File: config.mk
export PLATFORM = sky130hd
export DESIGN_NAME = display_decoder
export DESIGN_NICKNAME = d
export VERILOG_FILES = /design/src/rtl/display_decoder.sv
export SDC_FILE = /design/constraint.sdc
export NUM_CORES = 1
export LEC_CHECK = 0
export BUFFER_PORTS_ARGS = -buffer_cell sky130_fd_sc_hd__buf_2
export CORE_MARGIN = 1.5
export CORE_UTILIZATION = 45
export CTS_BUF_LIST = sky130_fd_sc_hd__clkbuf_4 sky130_fd_sc_hd__clkbuf_8 sky130_fd_sc_hd__clkbuf_16
export CTS_CLUSTER_SIZE = 14
export DETAILED_ROUTE_END_ITERATION = 16
export PLACE_DENSITY = 0.66
export SYNTH_ARGS = -nofsm -noshare
export SYNTH_HDL_FRONTEND = slang
export SYNTH_SLANG_ARGS = --single-unit
export TNS_END_PERCENT = 20
File: constraint.sdc
create_clock -name clk -period 4.58 [get_ports clk]
set_clock_uncertainty 0.15 [all_clocks]
set_input_delay 0.916 -clock clk [delete_from_list [all_inputs] [get_ports clk]]
set_output_delay 0.916 -clock clk [all_outputs]
set_load 0.01 [all_outputs]
File: src/rtl/display_decoder.sv
// display_decoder
// Receiver-side inverse of the coding display path. On a rising edge of
// ready it captures a tens/units pair of 7-segment patterns, converts them
// back to a value 0..15 and maps that value through the inverse coding
// permutation to recover the original 4-bit word.
//
// Ports:
//   clk      system clock, rising edge
//   reset    synchronous active-low reset
//   dse      tens digit segments, bit6=a .. bit0=g
//   dsd      units digit segments, same order
//   ready    capture request (level); each rising edge starts one decode
//   a..d     recovered word, a = MSB
//   valid    one-cycle pulse when a decode completes
//   erro     qualifies valid: 1 = last decode was invalid
//   busy     high whenever the FSM is not idle
//   n_words  error-free decode count (wraps)
//   n_erros  failed decode count (saturates)
//
// state    | meaning
// ---------+--------------------------------------------------------------
// S_IDLE   | waiting for a ready rising edge; captures dse/dsd on trigger
// S_LATCH  | segment patterns looked up into digit values + pattern error
// S_DECODE | value range-checked and inverse permutation registered
// S_OUT    | result published on the following cycle with valid=1

module display_decoder #(
    parameter bit SEG_ACTIVE_LOW = 1'b1,
    parameter bit BLANK_AS_ZERO  = 1'b1,
    parameter int CNT_W          = 8
) (
    input  logic             clk,
    input  logic             reset,
    input  logic [6:0]       dse,
    input  logic [6:0]       dsd,
    input  logic             ready,
    output logic             a,
    output logic             b,
    output logic             c,
    output logic             d,
    output logic             valid,
    output logic             erro,
    output logic             busy,
    output logic [CNT_W-1:0] n_words,
    output logic [CNT_W-1:0] n_erros
);

    typedef enum logic [1:0] {
        S_IDLE   = 2'd0,
        S_LATCH  = 2'd1,
        S_DECODE = 2'd2,
        S_OUT    = 2'd3
    } state_t;

    localparam logic [6:0] SEG_BLANK = 7'b1111111;

    state_t state;
    state_t state_nx;

    logic             ready_q;
    logic             trigger;
    logic [6:0]       dse_r;
    logic [6:0]       dsd_r;
    logic [3:0]       dig_l;
    logic [3:0]       dig_r;
    logic             pat_err;
    logic [3:0]       word_r;
    logic             err_r;
    logic [3:0]       word_q;

    logic             do_capture;
    logic             do_latch;
    logic             do_decode;
    logic             do_out;

    logic [6:0]       dse_n;
    logic [6:0]       dsd_n;
    logic [4:0]       l_lk;
    logic [4:0]       r_lk;
    logic             l_blank_ok;
    logic [4:0]       v_sum;
    logic             range_err;

    // Returns {bad, digit}; patterns are in the active-low abcdefg form.
    function automatic logic [4:0] seg_to_digit(input logic [6:0] seg);
        case (seg)
            7'b0000001: return 5'd0;
            7'b1001111: return 5'd1;
            7'b0010010: return 5'd2;
            7'b0000110: return 5'd3;
            7'b1001100: return 5'd4;
            7'b0100100: return 5'd5;
            7'b0100000: return 5'd6;
            7'b0001111: return 5'd7;
            7'b0000000: return 5'd8;
            7'b0000100: return 5'd9;
            default:    return 5'b1_0000;
        endcase
    endfunction

    function automatic logic [3:0] inv_perm(input logic [3:0] v);
        case (v)
            4'd0:    return 4'd3;
            4'd1:    return 4'd13;
            4'd2:    return 4'd6;
            4'd3:    return 4'd1;
            4'd4:    return 4'd11;
            4'd5:    return 4'd15;
            4'd6:    return 4'd14;
            4'd7:    return 4'd12;
            4'd8:    return 4'd4;
            4'd9:    return 4'd2;
            4'd10:   return 4'd0;
            4'd11:   return 4'd10;
            4'd12:   return 4'd9;
            4'd13:   return 4'd7;
            4'd14:   return 4'd8;
            default: return 4'd5;
        endcase
    endfunction

    assign trigger = ready & ~ready_q;

    // Normalise to active-low so one lookup table serves both polarities.
    assign dse_n      = SEG_ACTIVE_LOW ? dse_r : ~dse_r;
    assign dsd_n      = SEG_ACTIVE_LOW ? dsd_r : ~dsd_r;
    assign l_lk       = seg_to_digit(dse_n);
    assign r_lk       = seg_to_digit(dsd_n);
    assign l_blank_ok = BLANK_AS_ZERO && (dse_n == SEG_BLANK);

    // Only the low bit of the tens digit contributes; any tens digit above 1
    // is caught by range_err, so the truncated sum is never used then.
    assign v_sum     = {1'b0, dig_r} + (dig_l[0] ? 5'd10 : 5'd0);
    assign range_err = (dig_l > 4'd1) || (v_sum > 5'd15);

    always_ff @(posedge clk) begin
        if (!reset) begin
            state <= S_IDLE;
        end else begin
            state <= state_nx;
        end
    end

    always_comb begin
        state_nx = state;
        case (state)
            S_IDLE:   if (trigger) state_nx = S_LATCH;
            S_LATCH:  state_nx = S_DECODE;
            S_DECODE: state_nx = S_OUT;
            S_OUT:    state_nx = S_IDLE;
            default:  state_nx = S_IDLE;
        endcase
    end

    always_comb begin
        busy       = (state != S_IDLE);
        do_capture = (state == S_IDLE) && trigger;
        do_latch   = (state == S_LATCH);
        do_decode  = (state == S_DECODE);
        do_out     = (state == S_OUT);
    end

    always_ff @(posedge clk) begin
        if (!reset) begin
            ready_q <= 1'b0;
            dse_r   <= '0;
            dsd_r   <= '0;
            dig_l   <= '0;
            dig_r   <= '0;
            pat_err <= 1'b0;
            word_r  <= '0;
            err_r   <= 1'b0;
            word_q  <= '0;
            valid   <= 1'b0;
            erro    <= 1'b0;
            n_words <= '0;
            n_erros <= '0;
        end else begin
            ready_q <= ready;
            valid   <= 1'b0;
            if (do_capture) begin
                dse_r <= dse;
                dsd_r <= dsd;
            end
            if (do_latch) begin
                dig_l   <= l_blank_ok ? 4'd0 : l_lk[3:0];
                dig_r   <= r_lk[3:0];
                pat_err <= r_lk[4] | (l_lk[4] & ~l_blank_ok);
            end
            if (do_decode) begin
                word_r <= inv_perm(v_sum[3:0]);
                err_r  <= pat_err | range_err;
            end
            if (do_out) begin
                valid <= 1'b1;
                erro  <= err_r;
                if (!err_r) begin
                    word_q  <= word_r;
                    n_words <= n_words + 1'b1;
                end else if (n_erros != {CNT_W{1'b1}}) begin
                    n_erros <= n_erros + 1'b1;
                end
            end
        end
    end

    assign {a, b, c, d} = word_q;

endmodule
* After elaboration in Yosys (flattened, before gate mapping)
Memory sizes are Yosys's and may differ from the RTL's. A register that Yosys moved wholly into a read port is not among the register bits.
Index checks and enable logic that the tools add are counted.
** Operators by class
- Add/subtract/negate cells :: 3
- Magnitude comparators :: 2
- Eq/ne operators :: 24
- Muxes and demuxes :: 7
- Bitwise gates (word level) :: 7
- Reduce and logical (&&, ||, !) cells :: 9
** Operators with widths (number)
- 5-bit case mux with 10 select lines :: 2
- 7-bit equality test, second input constant :: 5
- 7-bit by 3-bit equality test with 1-bit output, second input constant :: 4
- 7-bit by 6-bit equality test with 1-bit output, second input constant :: 4
- 8-bit by 1-bit adder with 8-bit output, second input constant :: 2
- 7-bit by 1-bit equality test with 1-bit output, second input constant :: 2
- 7-bit by 4-bit equality test with 1-bit output, second input constant :: 2
- 7-bit by 5-bit equality test with 1-bit output, second input constant :: 2
- 7-bit zero test :: 2
- 4-bit two-way mux :: 2
- 8-bit inequality test, second input constant :: 1
- 2-bit case mux with 4 select lines :: 1
- 4-bit by 4-bit adder with 5-bit output :: 1
- 5-bit by 4-bit greater-than comparator with 1-bit output, second input constant :: 1
- 2-bit equality test, second input constant :: 2
- 4-bit by 1-bit greater-than comparator with 1-bit output, second input constant :: 1
- 1-bit inverter :: 3
- 3-bit AND reduction :: 1
- 1-bit bitwise AND :: 2
- 2-bit by 1-bit equality test with 1-bit output, second input constant :: 1
- 2-bit zero test :: 1
- 2-bit two-way mux :: 1
- 2-bit inequality test, second input constant :: 1
- 1-bit OR :: 2
- other kinds (6) :: 6
** Word-level totals
- Register bits :: 49
- Bits in read-only memories :: 64
- Input port bits :: 17
- Output and inout port bits :: 23
- Word-level logic and storage cells :: 66
- Memories :: 1
** Memories
- (name not given) :: words 16, bits a word 4, rd ports 1, clocked after memory_dff 1, wr ports 0, RTL line 102 : case (v)

* Logic depth before layout (Yosys ltp)
Gate-level depths: netlist of run 1.
- Word-level depth :: 5
- Gate-level depth with buffers :: 7
- Depth with buffers taken out :: 7

* Least setup slack after synthesis of run 1
Ideal clock, no wire load.
- Path kind :: input to register
- From :: input ready
- To :: register dsd_r[3], in the netlist dsd_n[3]
- Library setup time :: 71 ps
- Arrival time :: 1794 ps
- Data required time :: 4359 ps
- Slack :: 2566 ps
- Cell stages on the path :: 5
- Buffers on the path :: 1
- Path through :: nor2b_1 and2_1 buf_1 nand2_1 a21oi_1
** Between the ends
- Longest elaborated chain between the ends :: 2
** RTL lines
- from (decl) :: RTL line 36 : input logic ready,
- 1-bit bitwise AND :: RTL line 122 : assign trigger = ready & ~ready_q;
- 1-bit logical AND :: RTL line 157 : do_capture = (state == S_IDLE) && trigger;
- to (signal assigned) :: RTL line 183 : dsd_r <= dsd;
- to (decl) :: RTL line 63 : logic [6:0] dsd_r;
Every way passes these cells.
A chain may end at the register's enable or synchronous reset.

* Worst setup path in the final report of run 1
- From :: register state[0]
- To :: output busy
** Between the ends
- Longest elaborated chain between the ends :: 1
** RTL lines
- from (decl) :: RTL line 57 : state_t state;
- from (signal assigned) :: RTL line 140 : state <= state_nx;
- 2-bit nonzero test :: RTL line 156 : busy = (state != S_IDLE);
- to (decl) :: RTL line 43 : output logic busy,
Every way passes these cells.

==> results of run 1 <==
==> metrics by stage <==
stage,area (µm²),setup slack [ns],power (mW),cells
2_1_floorplan,2560,2.57,0.897,308
3_3_place_gp,2800,2.36,0.975,406
3_5_place_dp,2800,2.33,0.981,406
4_1_cts,2900,2.27,1.26,414
5_1_grt,2900,2.15,1.35,414
6_report,2900,2.29,1.24,414
==> report_power, final <==
part / internal [mW] / switching [mW] / total [mW]
clock network: 0.123 / 0.151 / 0.274
registers: 0.527 / 0.0643 / 0.591
logic: 0.165 / 0.213 / 0.377
total: 0.814 / 0.428 / 1.24
==> placed cells by master (no fill, tap or decap), types with 6 or more instances in the layout <==
| cell type | instances |
|---|---|
| clkbuf_8 | 6 |
| nand4_1 | 8 |
| o21ai_0 | 8 |
| ha_1 | 14 |
| nand2b_1 | 8 |
| inv_1 | 8 |
| nand2_1 | 55 |
| nand3_1 | 8 |
| buf_2 | 39 |
| a21oi_1 | 35 |
| dfxtp_1 | 53 |
| xor2_1 | 9 |
| nor2_1 | 26 |
==> cells in the mapped netlist, types with 5 or more instances <==
library cell	n	area share
nand2_1	55	0.080
clkbuf_1	8	0.012
inv_1	8	0.012
nand4_1	8	0.020
o211ai_1	5	0.015
xor2_1	9	0.031
ha_1	14	0.068
nor2_1	26	0.038
nand2b_1	8	0.020
or3_1	5	0.012
nand3_1	8	0.016
dfxtp_1	53	0.41
o21ai_0	8	0.016
a21oi_1	35	0.068
==> worst paths after layout <==
path,to,slack (ns),cells after the start
min,dig_l[1],0.31,2
max reg2reg,n_words[5],2.41,5
max,busy,2.29,4
min reg2reg,dig_l[1],0.31,2
==> cells by family after synthesis <==
logic type | count (synthesis) | synth area share
flip-flops | 53 | 0.414
buffers and inverters | 22 | 0.0327
multiplexers | 4 | 0.0254
AND/OR/NAND/NOR | 138 | 0.260
adder cells (fa/ha/maj) | 14 | 0.0683
XOR/XNOR | 12 | 0.0439
AO/OA/AOI/OAI | 65 | 0.156
==> layer usage <==
metal  wire length [µm]  global-route usage  vias up
met5                  0                   0        -
met3                120              0.0314        2
li1                   -                   -     1139
met2               2190               0.276       21
met4                 32              0.0536        0
met1               2540               0.227      991
==> critical path, cell delays in order, from the launching register on <==
cell and delay (ns):
dfxtp_1 0.39, inv_1 0.08, ha_1 0.24, inv_1 0.09, buf_2 0.13
==> state kept, by name, indices dropped and copies added (netlist names) <==
name / count
erro: 1
dig_l: 4
n_words: 8
dse_n: 7
word_r: 4
valid: 1
dig_r: 4
pat_err: 1
ready_q: 1
dsd_n: 7
state: 2
err_r: 1
n_erros: 8
word_q: 4
==> area by class of cell <==
cell class / count / area [µm²] / share of cell area
well taps: 72 / 90.1 / 0.0311
inverters: 9 / 33.8 / 0.0117
multi-input cells: 233 / 1420 / 0.490
flip-flops and latches: 53 / 1060 / 0.366
clock inverters: 2 / 13.8 / 0.00475
repair buffers: 39 / 195 / 0.0674
clock buffers: 6 / 82.6 / 0.0285
==> reports/results.ini, run 1 <==
[outcome]
outcome = completed

[sta]
fmax_mhz = 437
rsz0062_at_grt = false
setup_violations = 0
fin_tns_setup_ns = 0
slew_violations = 0
tightest_slew_ns = 0.777
post-route-min-period_ns = 2.29
finalCritPeriodShare = 0.500
hold_viol_final = 0
slew_headroom = 0.481
hold_ws_ns = 0.305

[logic_synthesis]
yosysUniqueCellTypes = 46
synth_edf_count = 0
syn_area_per_cell_um2 = 8.33
synth.yosys.seq_area_share = 0.414
ys_ff_latch = 53
synth_cells = 308
postSynth.asyncResetShare = 0
syn_area_um2 = 2560
syn_nets = 339
dominantRegCellSynth = dfxtp_1
yosysWarnings = 0

[clock_tree]
cts.sinks = 53
hold_buffers = 0
root_buffer = clkbuf_8
cts.clk_slew.worst_paths_ns = 0.10
cts_setup_buffers = 0
cts_tree = done
clkLatencyLatePin_ns = 0.30
htreeDepth = 2
cts_buffers = 5
clockBufferDepth = 2
cts_resized = 0

[worst_setup_path]
required_ns = 3.51
cp_max_fo = 5
crit_path_end_kind = primary output
worstSetupStartpointType = flip-flop
crit_type = reg -> out
critPathLaunch = state[0]
worstPathArrival_ns = 1.22
crit-reg2reg-launch = state[0]

[drt]
drc = 0
ant_nets = 0
drt_iter0_markers = 109
drtPass1Iterations = 4
viasPerCell = 5.20
wl_per_cell_um = 11.8
num_vias = 2153
drt-total-wl_mm = 4.88

[placed_design]
dp_hpwl_mm = 3.50
port_buffers = 39
place.gp.congestion = 0.800

[floorplanning]
rows = 27
coreArea_um2 = 5510
die_width_um = 78.5
ios = 40
dieArea_um2 = 6160
dieHeight_um = 78.5
start_util = 0.466

[finish]
antenna-diode-count = 0
nets = 372
layout-drive-gt1-share = 0.161
area_growth_pct = 12.9
fill_cells = 521
post-route-util = 0.526

[global_routing]
grt_pass1_vias = 1919
grt_pass1_wl_mm = 8.51
grt_max_degree = 47
gr-usage-all-layers = 0.169
antenna_found_initial = 0
grt.overflow.total = 0

[power]
p_per_area_nw_per_um2 = 429
p_leak_nw = 1.18
peakVddDrop_v = 0.000271

[hold_path]
hold_path.startpoint = dig_l[1]
min_path_type = reg -> reg

[run]
maxCapViolations = 0

Power figures use the tool's default switching activity.
==> inputs of run 2 (changes only) <==
--- a/config.mk
+++ b/config.mk
@@ -11,7 +11,7 @@
 export CTS_BUF_LIST = sky130_fd_sc_hd__clkbuf_4 sky130_fd_sc_hd__clkbuf_8 sky130_fd_sc_hd__clkbuf_16
 export CTS_CLUSTER_SIZE = 14
 export DETAILED_ROUTE_END_ITERATION = 16
-export PLACE_DENSITY = 0.66
+export PLACE_DENSITY = 0.68
 export SYNTH_ARGS = -nofsm -noshare
 export SYNTH_HDL_FRONTEND = slang
 export SYNTH_SLANG_ARGS = --single-unit
==> constraint.sdc (replaced) <==
create_clock -name clk -period 1.98 [get_ports clk]
set_clock_uncertainty 0.15 [all_clocks]
set_input_delay 0.396 -clock clk [delete_from_list [all_inputs] [get_ports clk]]
set_output_delay 0.396 -clock clk [all_outputs]
set_load 0.01 [all_outputs]
==> run 2 against run 1 <==
Non-clock buffer count is 9 higher; critical path type is now reg -> reg; critical endpoint is now word_r[1]; setup slack worse by 2.2 ns; combinational power grew to 2.5 times the previous value; register-to-register slack worse by 2.3 ns; routed wire length is 7.3% higher; global-route usage is 1.7 points higher; power is 150% higher.
==> reports/results.ini, run 2 (synthesis results as in run 1) <==
[finish]
nets = 381
layout_commonest_cell = nand2_1
final_cell_mix = 55 x nand2_1, 52 x dfxtp_1, 39 x buf_2
stdcell_area_um2 = 3010
top_regs = n_erros x8, n_words x8
layout-drive-gt1-share = 0.197
area_growth_pct = 17.4
antenna-diode-count = 0

[floorplanning]
dieHeight_um = 78.5
coreArea_um2 = 5510
die_width_um = 78.5
ios = 40
start_util = 0.466
rows = 27
dieArea_um2 = 6160

[power]
switchingPower_mw = 1.04
p_leak_nw = 1.24
p_per_area_nw_per_um2 = 1030
combinationalPowerShare = 0.309
p_clk_frac = 0.250
power.share.sequential = 0.441
power.total_mw = 3.10
swShare = 0.335
p_int_mw = 2.06
peakVddDrop_v = 0.000503

[sta]
rsz0062_at_grt = false
fmax_mhz = 525
fin_tns_setup_ns = 0
tightest_slew_ns = 0.471
post-route-min-period_ns = 1.90
slew_headroom = 0.678
timing.final.ws_setup_ns = 0.0760
hold_ws_ns = 0.139
slew_violations = 0
finalCritPeriodShare = 0.962
hold_viol_final = 0
setup_violations = 0

[clock_tree]
hold_buffers = 0
cts.clk_slew.worst_paths_ns = 0.10
clkLatencyLatePin_ns = 0.31
cts_tree = done
clockBufferDepth = 2
cts_buffers = 5
htreeDepth = 2
root_buffer = clkbuf_8
cts.sinks = 53

[worst_setup_path]
cp_max_fo = 6
rrSetupSlack_ns = 0.08
worstPathArrival_ns = 1.99
worstSetupStartpointType = flip-flop
cp_cell_sequence = ha_1 > ha_2 > mux4_2 > a211oi_2
crit_path_end_kind = flip-flop
critPathSlowestCell = mux4_2
max_stage_delay_ns = 0.52
critPathLaunch = dig_l[0]
crit-reg2reg-launch = dig_l[0]
required_ns = 2.06
crit_type = reg -> reg

[placed_design]
place.gp.congestion = 0.898
dpl_worst_slack_ns = 0.0558
port_buffers = 39
dp_hpwl_mm = 3.69
dpl_cell_area_um2 = 2880

[drt]
drt_iter0_markers = 101
viasPerCell = 5.24
drtPass1Iterations = 4
num_vias = 2216
ant_nets = 0
wl_per_cell_um = 12.4
drt-total-wl_mm = 5.23
drc = 0

[global_routing]
gr-usage-all-layers = 0.186
grt_max_degree = 23
grt_pass1_wl_mm = 9.23
grt_pass1_vias = 2055
grt.overflow.total = 0
antenna_found_initial = 0

[run]
maxCapViolations = 0

[outcome]
outcome = completed

[hold_path]
hold_path.startpoint = ready
min_path_type = in -> reg

-- run 2: final timing paths --
check,cells after the start,end
max,4,word_r[1]
min,2,ready_q
max reg2reg,4,word_r[1]
min reg2reg,2,word_q[3]
-- run 2: worst max-delay path, delay by kind of cell (launching register included) --
kind / cells / cell delay (ns)
flops: 1 / 0.34
mux: 1 / 0.52
fa+ha+maj: 2 / 0.61
compound gates: 1 / 0.21
-- run 2: timing repair --
action,in CTS,in global routing
setup endpoints to repair,0,5
gates resized for setup,0,5
buffers inserted,0,0
-- run 2: final cells by class --
cell class / count / area (µm²)
Timing Repair Buffer: 48 / 275
Inverter: 9 / 33.8
Fill cell: 542 / 2490
Multi-Input combinational cell: 233 / 1430
Sequential cell: 53 / 1060
Tap cell: 72 / 90.1
Clock inverter: 2 / 37.5
Clock buffer: 6 / 82.6
-- run 2: routing by layer --
metal	GRT usage	wire length, µm	vias to the layer above
li1	-	-	1154
met1	0.249	2570	1022
met2	0.296	2400	34
met3	0.0384	186	6
met4	0.0696	74	0
met5	0	0	-
-- run 2: metrics by stage --
stage | instances | util
global route | 423 | 0.547
floorplan | 308 | -
detailed placement | 415 | 0.523
CTS | 423 | 0.545
finish | 423 | 0.547
global placement | 415 | 0.523
-- run 2: power by group through the flow --
stage / clock, mW / sequential, mW / combinational [mW]
floorplan: 0 / 1.34 / 0.733
global placement: 0 / 1.39 / 0.921
detailed placement: 0 / 1.39 / 0.938
CTS: 0.788 / 1.37 / 0.953
global route: 0.826 / 1.40 / 1.10
finish: 0.775 / 1.37 / 0.957
==> inputs of run 3 (changes only) <==
--- a/config.mk
+++ b/config.mk
@@ -5,13 +5,13 @@
 export SDC_FILE = /design/constraint.sdc
 export NUM_CORES = 1
 export LEC_CHECK = 0
-export BUFFER_PORTS_ARGS = -buffer_cell sky130_fd_sc_hd__buf_2
 export CORE_MARGIN = 1.5
 export CORE_UTILIZATION = 45
 export CTS_BUF_LIST = sky130_fd_sc_hd__clkbuf_4 sky130_fd_sc_hd__clkbuf_8 sky130_fd_sc_hd__clkbuf_16
 export CTS_CLUSTER_SIZE = 14
 export DETAILED_ROUTE_END_ITERATION = 16
-export PLACE_DENSITY = 0.68
+export DONT_BUFFER_PORTS = 1
+export PLACE_DENSITY = 0.6
 export SYNTH_ARGS = -nofsm -noshare
 export SYNTH_HDL_FRONTEND = slang
 export SYNTH_SLANG_ARGS = --single-unit
==> run 3 against run 2 <==
Clock power down 19%; via count shrank 6.0%; power down 6.6%; combinational power fell by 6.5%; non-clock buffer count down 39; routed wire length fell by 2.5%; design area down 7.6%; global-route usage shrank 0.86 points; utilization shrank 4.2 points; largest power group unchanged.
==> reports/results.ini, run 3 (synthesis results as in run 1) <==
[placed_design]
port_buffers = 0
dpl_cell_area_um2 = 2690
dpl_worst_slack_ns = 0.0679
dp_hpwl_mm = 3.66
place.gp.congestion = 0.827

[clock_tree]
cts_buffers = 5
hold_buffers = 0
clockBufferDepth = 2
clkLatencyLatePin_ns = 0.30
htreeDepth = 2
cts.clk_slew.worst_paths_ns = 0.09
cts.sinks = 53
cts_resized = 0
root_buffer = clkbuf_8
cts_setup_buffers = 0
cts_tree = done

[sta]
tightest_slew_ns = 0.432
setup_violations = 0
slew_headroom = 0.704
hold_viol_final = 0
slew_violations = 0
fmax_mhz = 528
finalCritPeriodShare = 0.957
hold_ws_ns = 0.0548
timing.final.ws_setup_ns = 0.0849
post-route-min-period_ns = 1.90
rsz0062_at_grt = true

[floorplanning]
rows = 27
start_util = 0.466
die_width_um = 78.5
dieHeight_um = 78.5
ios = 40
coreArea_um2 = 5510
dieArea_um2 = 6160

[power]
peakVddDrop_v = 0.000511
p_leak_nw = 1.04
p_per_area_nw_per_um2 = 1040

[finish]
final_cell_mix = 55 x nand2_1, 52 x dfxtp_1, 35 x a21oi_1
area_growth_pct = 8.49
fill_cells = 538
antenna-diode-count = 0
stdcell_area_um2 = 2780
nets = 342
layout_commonest_cell = nand2_1
layout-drive-gt1-share = 0.0929
top_regs = n_erros x8, n_words x8
post-route-util = 0.505

[global_routing]
grt_pass1_vias = 1964
grt_pass1_wl_mm = 8.78
grt.overflow.total = 0
grt_max_degree = 26
antenna_found_initial = 0
gr-usage-all-layers = 0.178

[drt]
viasPerCell = 5.42
drt_iter0_markers = 97
drt-total-wl_mm = 5.10
drc = 0
num_vias = 2082
drtPass1Iterations = 6
wl_per_cell_um = 13.3
ant_nets = 0

[worst_setup_path]
crit_path_end_kind = flip-flop
r2r_cells = 6
worstSetupStartpointType = flip-flop
cp_max_fo = 3
required_ns = 2.01
worstPathArrival_ns = 1.93
crit_type = reg -> reg

[hold_path]
holdPathStages = 1
min_path_type = in -> reg

[run]
maxCapViolations = 0

[outcome]
outcome = completed

[run 3: worst max-delay path: stages, from the launching register on]
cell and delay, ns:
dfxtp_2 0.34, ha_1 0.20, ha_1 0.21, xor2_2 0.17, mux4_2 0.51, mux2i_1 0.14
nor2_1 0.05
[run 3: per-layer routing]
layer / vias to the layer above / share of wire / GRT usage / routed length, µm
met5: - / 0 / 0 / 0
met4: 0 / 0.012 / 0.0589 / 61
met3: 6 / 0.041 / 0.0500 / 210
met2: 27 / 0.44 / 0.275 / 2230
met1: 965 / 0.51 / 0.238 / 2600
li1: 1084 / - / - / -
[run 3: stage by stage]
step	cells	TNS, ns	power [mW]
after floorplan	308	0	2.07
after global placement	376	0	2.27
after detailed placement	376	0	2.29
after CTS	384	0	2.93
after global routing	384	-0.0100	3.12
final	384	0	2.89
[run 3: cell type report]
type                    count  area [µm²]  area share
clock buffers               8        91.3      0.0328
inverters                   9        33.8      0.0121
multi-input cells         233        1430       0.512
flip-flops and latches     53        1060       0.382
well taps                  72        90.1      0.0324
repair buffers              9        80.1      0.0288
[run 3: where the power goes]
| part | total [mW] | internal, mW | switching (mW) |
|---|---|---|---|
| clock network | 0.627 | 0.293 | 0.334 |
| registers | 1.37 | 1.22 | 0.154 |
| logic | 0.895 | 0.394 | 0.501 |
| total | 2.89 | 1.91 | 0.989 |
[run 3: final timing paths]
check | start | to | slack [ns]
worst min-delay path | ready | ready_q | 0.05
worst max-delay path | dig_l[0] | word_r[2] | 0.08
worst max register to register | dig_l[0] | word_r[2] | 0.08
worst min register to register | word_r[0] | word_q[0] | 0.31
